===== config.mk =====
export PLATFORM = sky130hd
export DESIGN_NAME = wdt_axi_reg
export DESIGN_NICKNAME = d
export VERILOG_FILES = /design/src/rtl/wdt_axi_reg.sv
export SDC_FILE = /design/constraint.sdc
export NUM_CORES = 1
export LEC_CHECK = 0
export ABC_AREA = 1
export BUFFER_PORTS_ARGS = -buffer_cell sky130_fd_sc_hd__buf_2
export CORE_UTILIZATION = 30
export DETAILED_ROUTE_END_ITERATION = 12
export SYNTH_ARGS = -nofsm -noshare
export SYNTH_HDL_FRONTEND = slang
export SYNTH_SLANG_ARGS = --single-unit
export TNS_END_PERCENT = 5

===== constraint.sdc =====
create_clock -name ACLK -period 1.73 [get_ports ACLK]
set_clock_uncertainty 0.15 [all_clocks]
set_input_delay 0.0865 -clock ACLK [delete_from_list [all_inputs] [get_ports ACLK]]
set_output_delay 0.0865 -clock ACLK [all_outputs]
set_load 0.05 [all_outputs]

===== src/rtl/wdt_axi_reg.sv =====
// wdt_axi_reg: AXI4-Lite style register slave feeding the watchdog timer.
// Decodes bus writes into WDEN, WDLIVE and WTOCNT and returns WTO status on reads.
// Optional feature macro: WDT_READBACK_EN. When it is defined, WDEN and WTOCNT
// read back their current values. Without it those offsets read as zero with OKAY.
module wdt_axi_reg #(
  parameter int unsigned ADDR_W     = 32,
  parameter int unsigned DEC_BITS   = 16,
  parameter logic [31:0] WTOCNT_RST = 32'hFFFF_FFFF
) (
  input  logic              ACLK,
  input  logic              ARESETn,
  input  logic [ADDR_W-1:0] AWADDR,
  input  logic              AWVALID,
  output logic              AWREADY,
  input  logic [31:0]       WDATA,
  input  logic [3:0]        WSTRB,
  input  logic              WVALID,
  output logic              WREADY,
  output logic [1:0]        BRESP,
  output logic              BVALID,
  input  logic              BREADY,
  input  logic [ADDR_W-1:0] ARADDR,
  input  logic              ARVALID,
  output logic              ARREADY,
  output logic [31:0]       RDATA,
  output logic [1:0]        RRESP,
  output logic              RVALID,
  input  logic              RREADY,
  input  logic              WTO,
  output logic              WDEN,
  output logic              WDLIVE,
  output logic [31:0]       WTOCNT
);

  localparam logic [DEC_BITS-1:0] OFF_WDEN   = DEC_BITS'(16'h0100);
  localparam logic [DEC_BITS-1:0] OFF_WDLIVE = DEC_BITS'(16'h0200);
  localparam logic [DEC_BITS-1:0] OFF_WTOCNT = DEC_BITS'(16'h0300);
  localparam logic [DEC_BITS-1:0] OFF_STATUS = DEC_BITS'(16'h0400);

  localparam logic [1:0] RESP_OKAY   = 2'b00;
  localparam logic [1:0] RESP_SLVERR = 2'b10;

  typedef enum logic {W_IDLE, W_RESP} wstate_e;
  typedef enum logic {R_IDLE, R_DATA} rstate_e;

  wstate_e             wstate_q, wstate_d;
  logic                aw_have_q, aw_have_d;
  logic                w_have_q, w_have_d;
  logic [DEC_BITS-1:0] awaddr_q, awaddr_d;
  logic [31:0]         wdata_q, wdata_d;
  logic [3:0]          wstrb_q, wstrb_d;
  logic [1:0]          bresp_q, bresp_d;
  logic                wden_q, wden_d;
  logic                wdlive_q, wdlive_d;
  logic [31:0]         wtocnt_q, wtocnt_d;

  rstate_e             rstate_q, rstate_d;
  logic [31:0]         rdata_q, rdata_d;
  logic [1:0]          rresp_q, rresp_d;

  logic                aw_hs;
  logic                w_hs;
  logic [DEC_BITS-1:0] eff_addr;
  logic [31:0]         eff_data;
  logic [3:0]          eff_strb;

  // Address bits above the decoded window carry no meaning for this block.
  logic unused_addr_bits;
  assign unused_addr_bits = ^{AWADDR[ADDR_W-1:DEC_BITS], ARADDR[ADDR_W-1:DEC_BITS]};

  // Write channel: collect AW and W in any order, commit the register update on
  // the edge where both are present, then hold the response until BREADY.
  always_comb begin
    wstate_d  = wstate_q;
    aw_have_d = aw_have_q;
    w_have_d  = w_have_q;
    awaddr_d  = awaddr_q;
    wdata_d   = wdata_q;
    wstrb_d   = wstrb_q;
    bresp_d   = bresp_q;
    wden_d    = wden_q;
    wtocnt_d  = wtocnt_q;
    wdlive_d  = 1'b0;
    aw_hs     = (wstate_q == W_IDLE) && !aw_have_q && AWVALID;
    w_hs      = (wstate_q == W_IDLE) && !w_have_q && WVALID;
    eff_addr  = aw_have_q ? awaddr_q : AWADDR[DEC_BITS-1:0];
    eff_data  = w_have_q ? wdata_q : WDATA;
    eff_strb  = w_have_q ? wstrb_q : WSTRB;
    case (wstate_q)
      W_IDLE: begin
        if (aw_hs) begin
          aw_have_d = 1'b1;
          awaddr_d  = AWADDR[DEC_BITS-1:0];
        end
        if (w_hs) begin
          w_have_d = 1'b1;
          wdata_d  = WDATA;
          wstrb_d  = WSTRB;
        end
        if ((aw_have_q || aw_hs) && (w_have_q || w_hs)) begin
          aw_have_d = 1'b0;
          w_have_d  = 1'b0;
          wstate_d  = W_RESP;
          bresp_d   = RESP_OKAY;
          case (eff_addr)
            OFF_WDEN: begin
              if (eff_strb[0]) wden_d = eff_data[0];
            end
            OFF_WDLIVE: begin
              wdlive_d = eff_data[0] & eff_strb[0];
            end
            OFF_WTOCNT: begin
              for (int b = 0; b < 4; b++) begin
                if (eff_strb[b]) wtocnt_d[8*b +: 8] = eff_data[8*b +: 8];
              end
            end
            default: begin
              bresp_d = RESP_SLVERR;
            end
          endcase
        end
      end
      W_RESP: begin
        if (BREADY) wstate_d = W_IDLE;
      end
    endcase
  end

  // Write-side state and watchdog control registers.
  always_ff @(posedge ACLK or negedge ARESETn) begin
    if (!ARESETn) begin
      wstate_q  <= W_IDLE;
      aw_have_q <= 1'b0;
      w_have_q  <= 1'b0;
      awaddr_q  <= '0;
      wdata_q   <= '0;
      wstrb_q   <= '0;
      bresp_q   <= RESP_OKAY;
      wden_q    <= 1'b0;
      wdlive_q  <= 1'b0;
      wtocnt_q  <= WTOCNT_RST;
    end else begin
      wstate_q  <= wstate_d;
      aw_have_q <= aw_have_d;
      w_have_q  <= w_have_d;
      awaddr_q  <= awaddr_d;
      wdata_q   <= wdata_d;
      wstrb_q   <= wstrb_d;
      bresp_q   <= bresp_d;
      wden_q    <= wden_d;
      wdlive_q  <= wdlive_d;
      wtocnt_q  <= wtocnt_d;
    end
  end

  // Read channel: latch data and response at the AR handshake, hold until RREADY.
  always_comb begin
    rstate_d = rstate_q;
    rdata_d  = rdata_q;
    rresp_d  = rresp_q;
    case (rstate_q)
      R_IDLE: begin
        if (ARVALID) begin
          rstate_d = R_DATA;
          rresp_d  = RESP_OKAY;
          rdata_d  = '0;
          case (ARADDR[DEC_BITS-1:0])
            OFF_WDEN: begin
`ifdef WDT_READBACK_EN
              rdata_d = {31'b0, wden_q};
`else
              rdata_d = '0;
`endif
            end
            OFF_WTOCNT: begin
`ifdef WDT_READBACK_EN
              rdata_d = wtocnt_q;
`else
              rdata_d = '0;
`endif
            end
            OFF_STATUS: begin
              rdata_d = {31'b0, WTO};
            end
            default: begin
              rresp_d = RESP_SLVERR;
            end
          endcase
        end
      end
      R_DATA: begin
        if (RREADY) rstate_d = R_IDLE;
      end
    endcase
  end

  // Read-side state and the held response.
  always_ff @(posedge ACLK or negedge ARESETn) begin
    if (!ARESETn) begin
      rstate_q <= R_IDLE;
      rdata_q  <= '0;
      rresp_q  <= RESP_OKAY;
    end else begin
      rstate_q <= rstate_d;
      rdata_q  <= rdata_d;
      rresp_q  <= rresp_d;
    end
  end

  assign AWREADY = (wstate_q == W_IDLE) && !aw_have_q;
  assign WREADY  = (wstate_q == W_IDLE) && !w_have_q;
  assign BVALID  = (wstate_q == W_RESP);
  assign BRESP   = bresp_q;
  assign ARREADY = (rstate_q == R_IDLE);
  assign RVALID  = (rstate_q == R_DATA);
  assign RDATA   = rdata_q;
  assign RRESP   = rresp_q;
  assign WDEN    = wden_q;
  assign WDLIVE  = wdlive_q;
  assign WTOCNT  = wtocnt_q;

endmodule


==> run_results.csv <==
group,metric,value,unit
status,status,"complete, no violations",
final_layout,diodes,0,
sta,rsz0062_at_grt,"true",
power_and_ir_drop,pwr-share-comb,40.3,%
final_layout,seqCellArea,2370,um2
grt,antenna_found_initial,0,
route,drtIter0Drc,162,
floorplan,start_util,31.2,%
clocking,cts.htree.levels,3,
sta,finalSetupTns,0,ps
sta,fin_crit_sh,99.2,%
final_layout,drive_above_1_share,34.7,%
final_layout,n_fill_cell,1517,
clocking,cts_tree,"built",
place,dp_hpwl,7.59,mm
place,dp_slack,-124,ps
power_and_ir_drop,p_leak,3.31,nW
logic_synthesis,ys_seq_elements,93,
floorplan,io_pins,183,
logic_synthesis,synth-adder-area-share,0,%
worst_setup_path,crit_arrival,1850,ps
sta,finalWorstSetupSlack,14.5,ps
logic_synthesis,synthSimpleGateAreaFrac,22.9,%
grt,grtUsageMet1,16.8,%
power_and_ir_drop,pwr-share-clk,22.6,%
floorplan,rows,45,
grt,gr-usage-met2,25.3,%
sta,timing.fmax,583,MHz
sta,drv_slew,0,
power_and_ir_drop,seqPwrFrac,37.2,%
clocking,cts_num_sinks,93,
logic_synthesis,yosys_warnings,0,
worst_setup_path,start_kind,"flop",
clocking,clkSlewWorstSetupHoldPaths,60,ps
place,gp_congestion,0.752,
floorplan,die_w,129,um
grt,grt_pass1_vias,3954,
logic_synthesis,synth.distinct_cells,34,
grt,grt-busiest-layer,"met2",
route,wl_per_cell,11.8,um
logic_synthesis,syn_area_per_cell,9.01,um2
worst_setup_path,reg2regPathDepth,10,
grt,grt_pass1_wl,18.8,mm
grt,grt_max_degree,55,
power_and_ir_drop,ir_worst_vdd,676,uV
clocking,cts_setup_buffers,0,
sta,hold_viol,0,
clocking,root_buffer,"clkbuf_16",
worst_setup_path,r2r-start,"aw_have_q$_DFFE_PN0P_",
logic_synthesis,synth_compound_area_share,10.4,%
job,maxCapViolations,0,
route,vias,3970,
sta,final-setup-viol-count,0,
logic_synthesis,yosysSeqAreaShare,49.2,%
power_and_ir_drop,power_density,1310,nW/um2
worst_setup_path,worst_ep_required_time,1860,ps
logic_synthesis,synthMuxAreaShare,4.76,%
clocking,clk_latency,340,ps
floorplan,die-area,16600,um2
logic_synthesis,synthXorXnorAreaFrac,0,%
place,port_buffers,117,
power_and_ir_drop,p_sw_share,38.8,%
route,viasPerCell,4.21,
logic_synthesis,synth_cells,534,
grt,grt_remaining_overflow,0,
worst_setup_path,crit_type,"flop to flop",
worst_setup_path,r2r_setup_slack,10,ps
worst_hold_path,hold_path_class,"primary input to async pin",
final_layout,syn_to_final_growth,37.7,%
logic_synthesis,synthesis.area,4810,um2
route,wl,11.1,mm
grt,grt_use_total,14.5,%
final_layout,nNetsFinal,834,
worst_setup_path,endpoint_kind,"flop",
final_layout,multiInputGateArea,2010,um2
route,drc_errors,0,
logic_synthesis,synth_top_family_by_area,"simple AND/OR/NAND/NOR gates",
floorplan,core_region_area,15400,um2
power_and_ir_drop,power.net_switching,3.37,mW
worst_setup_path,reg2reg_to,"WTOCNT[29]$_DFFE_PN1P_",
sta,fin_crit,1720,ps
worst_setup_path,crit_fanout,7,
route,drtPass1Iterations,4,
clocking,clk_path_buf_depth,2,
floorplan,die_h,129,um
power_and_ir_drop,p_int,5.30,mW
grt,grt_use_met3,4.28,%
route,ant_nets,0,
clocking,cts_buffers,9,
==> power groups by stage <==
stage | logic, mW | registers, mW | clock network [mW]
CTS | 3.53 | 3.22 | 2.06
global route | 3.91 | 3.32 | 2.12
finish | 3.49 | 3.22 | 1.96
floorplan | 2.55 | 3.24 | 0
global placement | 3.34 | 3.23 | 0
detailed placement | 3.38 | 3.25 | 0
==> synth_stat cells (all sizes together) <==
master,number,area share [%]
a211oi,3,1.2
dfstp,32,17
mux2i,6,1.2
nand4,26,3.4
o21ai,74,8.2
conb,1,0.078
clkbuf,9,0.70
mux2,15,3.5
nand2,151,13
nor4,1,0.13
o22ai,1,0.13
nand3,15,2.4
nor2,35,3.9
nand3b,2,0.31
inv,50,4.1
a21oi,3,0.78
buf,48,7.9
and3,1,0.13
dfrtp,61,32
==> state kept, by name, indices dropped and copies added, names as in the netlist, 4 cells and up <==
name,count
WTOCNT,32
awaddr_q,16
wdata_q,32
wstrb_q,4
==> per-layer routing <==
| metal | vias up | routed length, um |
|---|---|---|
| met2 | 96 | 5480 |
| li1 | 2053 | - |
| met5 | - | 0 |
| met1 | 1807 | 4870 |
| met4 | 0 | 182 |
| met3 | 14 | 555 |
==> worst max path at each step <==
stage / start / end / depth (start not counted)
after floorplan: BVALID$_DFF_PN0_ / WTOCNT[7]$_DFFE_PN1P_ / 10
after global placement: aw_have_q$_DFFE_PN0P_ / WTOCNT[30]$_DFFE_PN1P_ / 10
after detailed placement: aw_have_q$_DFFE_PN0P_ / WTOCNT[24]$_DFFE_PN1P_ / 10
after CTS: aw_have_q$_DFFE_PN0P_ / WTOCNT[31]$_DFFE_PN1P_ / 10
after global routing: aw_have_q$_DFFE_PN0P_ / WTOCNT[27]$_DFFE_PN1P_ / 10
final: aw_have_q$_DFFE_PN0P_ / WTOCNT[29]$_DFFE_PN1P_ / 10
==> cell usage in the layout, fill, tap and decap left out, types with 2 or more instances in the layout <==
master,synthesis,routed
nor2_2,4,6
a211oi_4,3,3
nand3_4,3,4
mux2i_1,6,6
buf_12,0,6
conb_1,1,33
nand4_1,26,26
nand2_1,142,138
dfrtp_1,61,58
nor2_4,2,5
nand3_1,11,11
inv_6,2,2
clkinvlp_4,0,2
buf_4,36,23
nand3b_1,2,2
nor2_8,2,2
inv_1,47,47
nand2_4,3,3
buf_2,6,115
mux2_2,15,15
dfstp_2,32,32
clkbuf_16,0,9
dlygate4sd3_1,0,62
o21ai_1,1,2
dfrtp_2,0,3
o21ai_2,7,7
nor2_1,27,22
a21oi_4,2,2
clkinv_2,0,2
o21ai_0,66,65
nand2_2,6,9
==> worst max-delay path, cell delays in order, from the launching register on <==
cell and delay, ps:
dfrtp_2 490, inv_6 80, nand2_2 80, nand2_4 60, nor2_4 140, nand3_4 110
nor2_8 130, buf_12 140, buf_4 120, nand4_1 80, nand2_1 80
==> kinds of logic after synthesis <==
| family | Yosys count |
|---|---|
| AOI/OAI and AO/OA | 81 |
| DFF | 93 |
| muxes | 21 |
| and+or+nand+nor | 231 |
| other | 1 |
| buffers and inverters | 107 |
==> stage by stage <==
step	hold WS [ps]	cells	instance area (um2)	util [%]	total power, mW
floorplan	-359	566	4960	-	5.79
global route	121	942	6630	43.0	9.35
detailed placement	-91.6	864	5670	36.8	6.63
CTS	79.0	942	6610	42.8	8.80
finish	85.0	942	6630	43.0	8.67
global placement	-89.6	864	5670	36.8	6.57
==> cell type report <==
type / count / area share, %
clock buffer: 10 / 3.45
multi-input combinational: 366 / 30.4
inverter: 50 / 2.98
tap: 211 / 3.98
sequential: 93 / 35.8
timing repair buffer: 206 / 22.5
clock inverter: 6 / 0.963
==> repair_timing <==
item | 4_1_cts | 5_1_grt
hold endpoints to repair | 158 | 0
hold buffers | 62 | 0
gates resized for setup | 4 | 8
setup endpoints to repair | 46 | 40
pin swaps | 0 | 1
No activity file was read; power rests on OpenSTA's default activity.
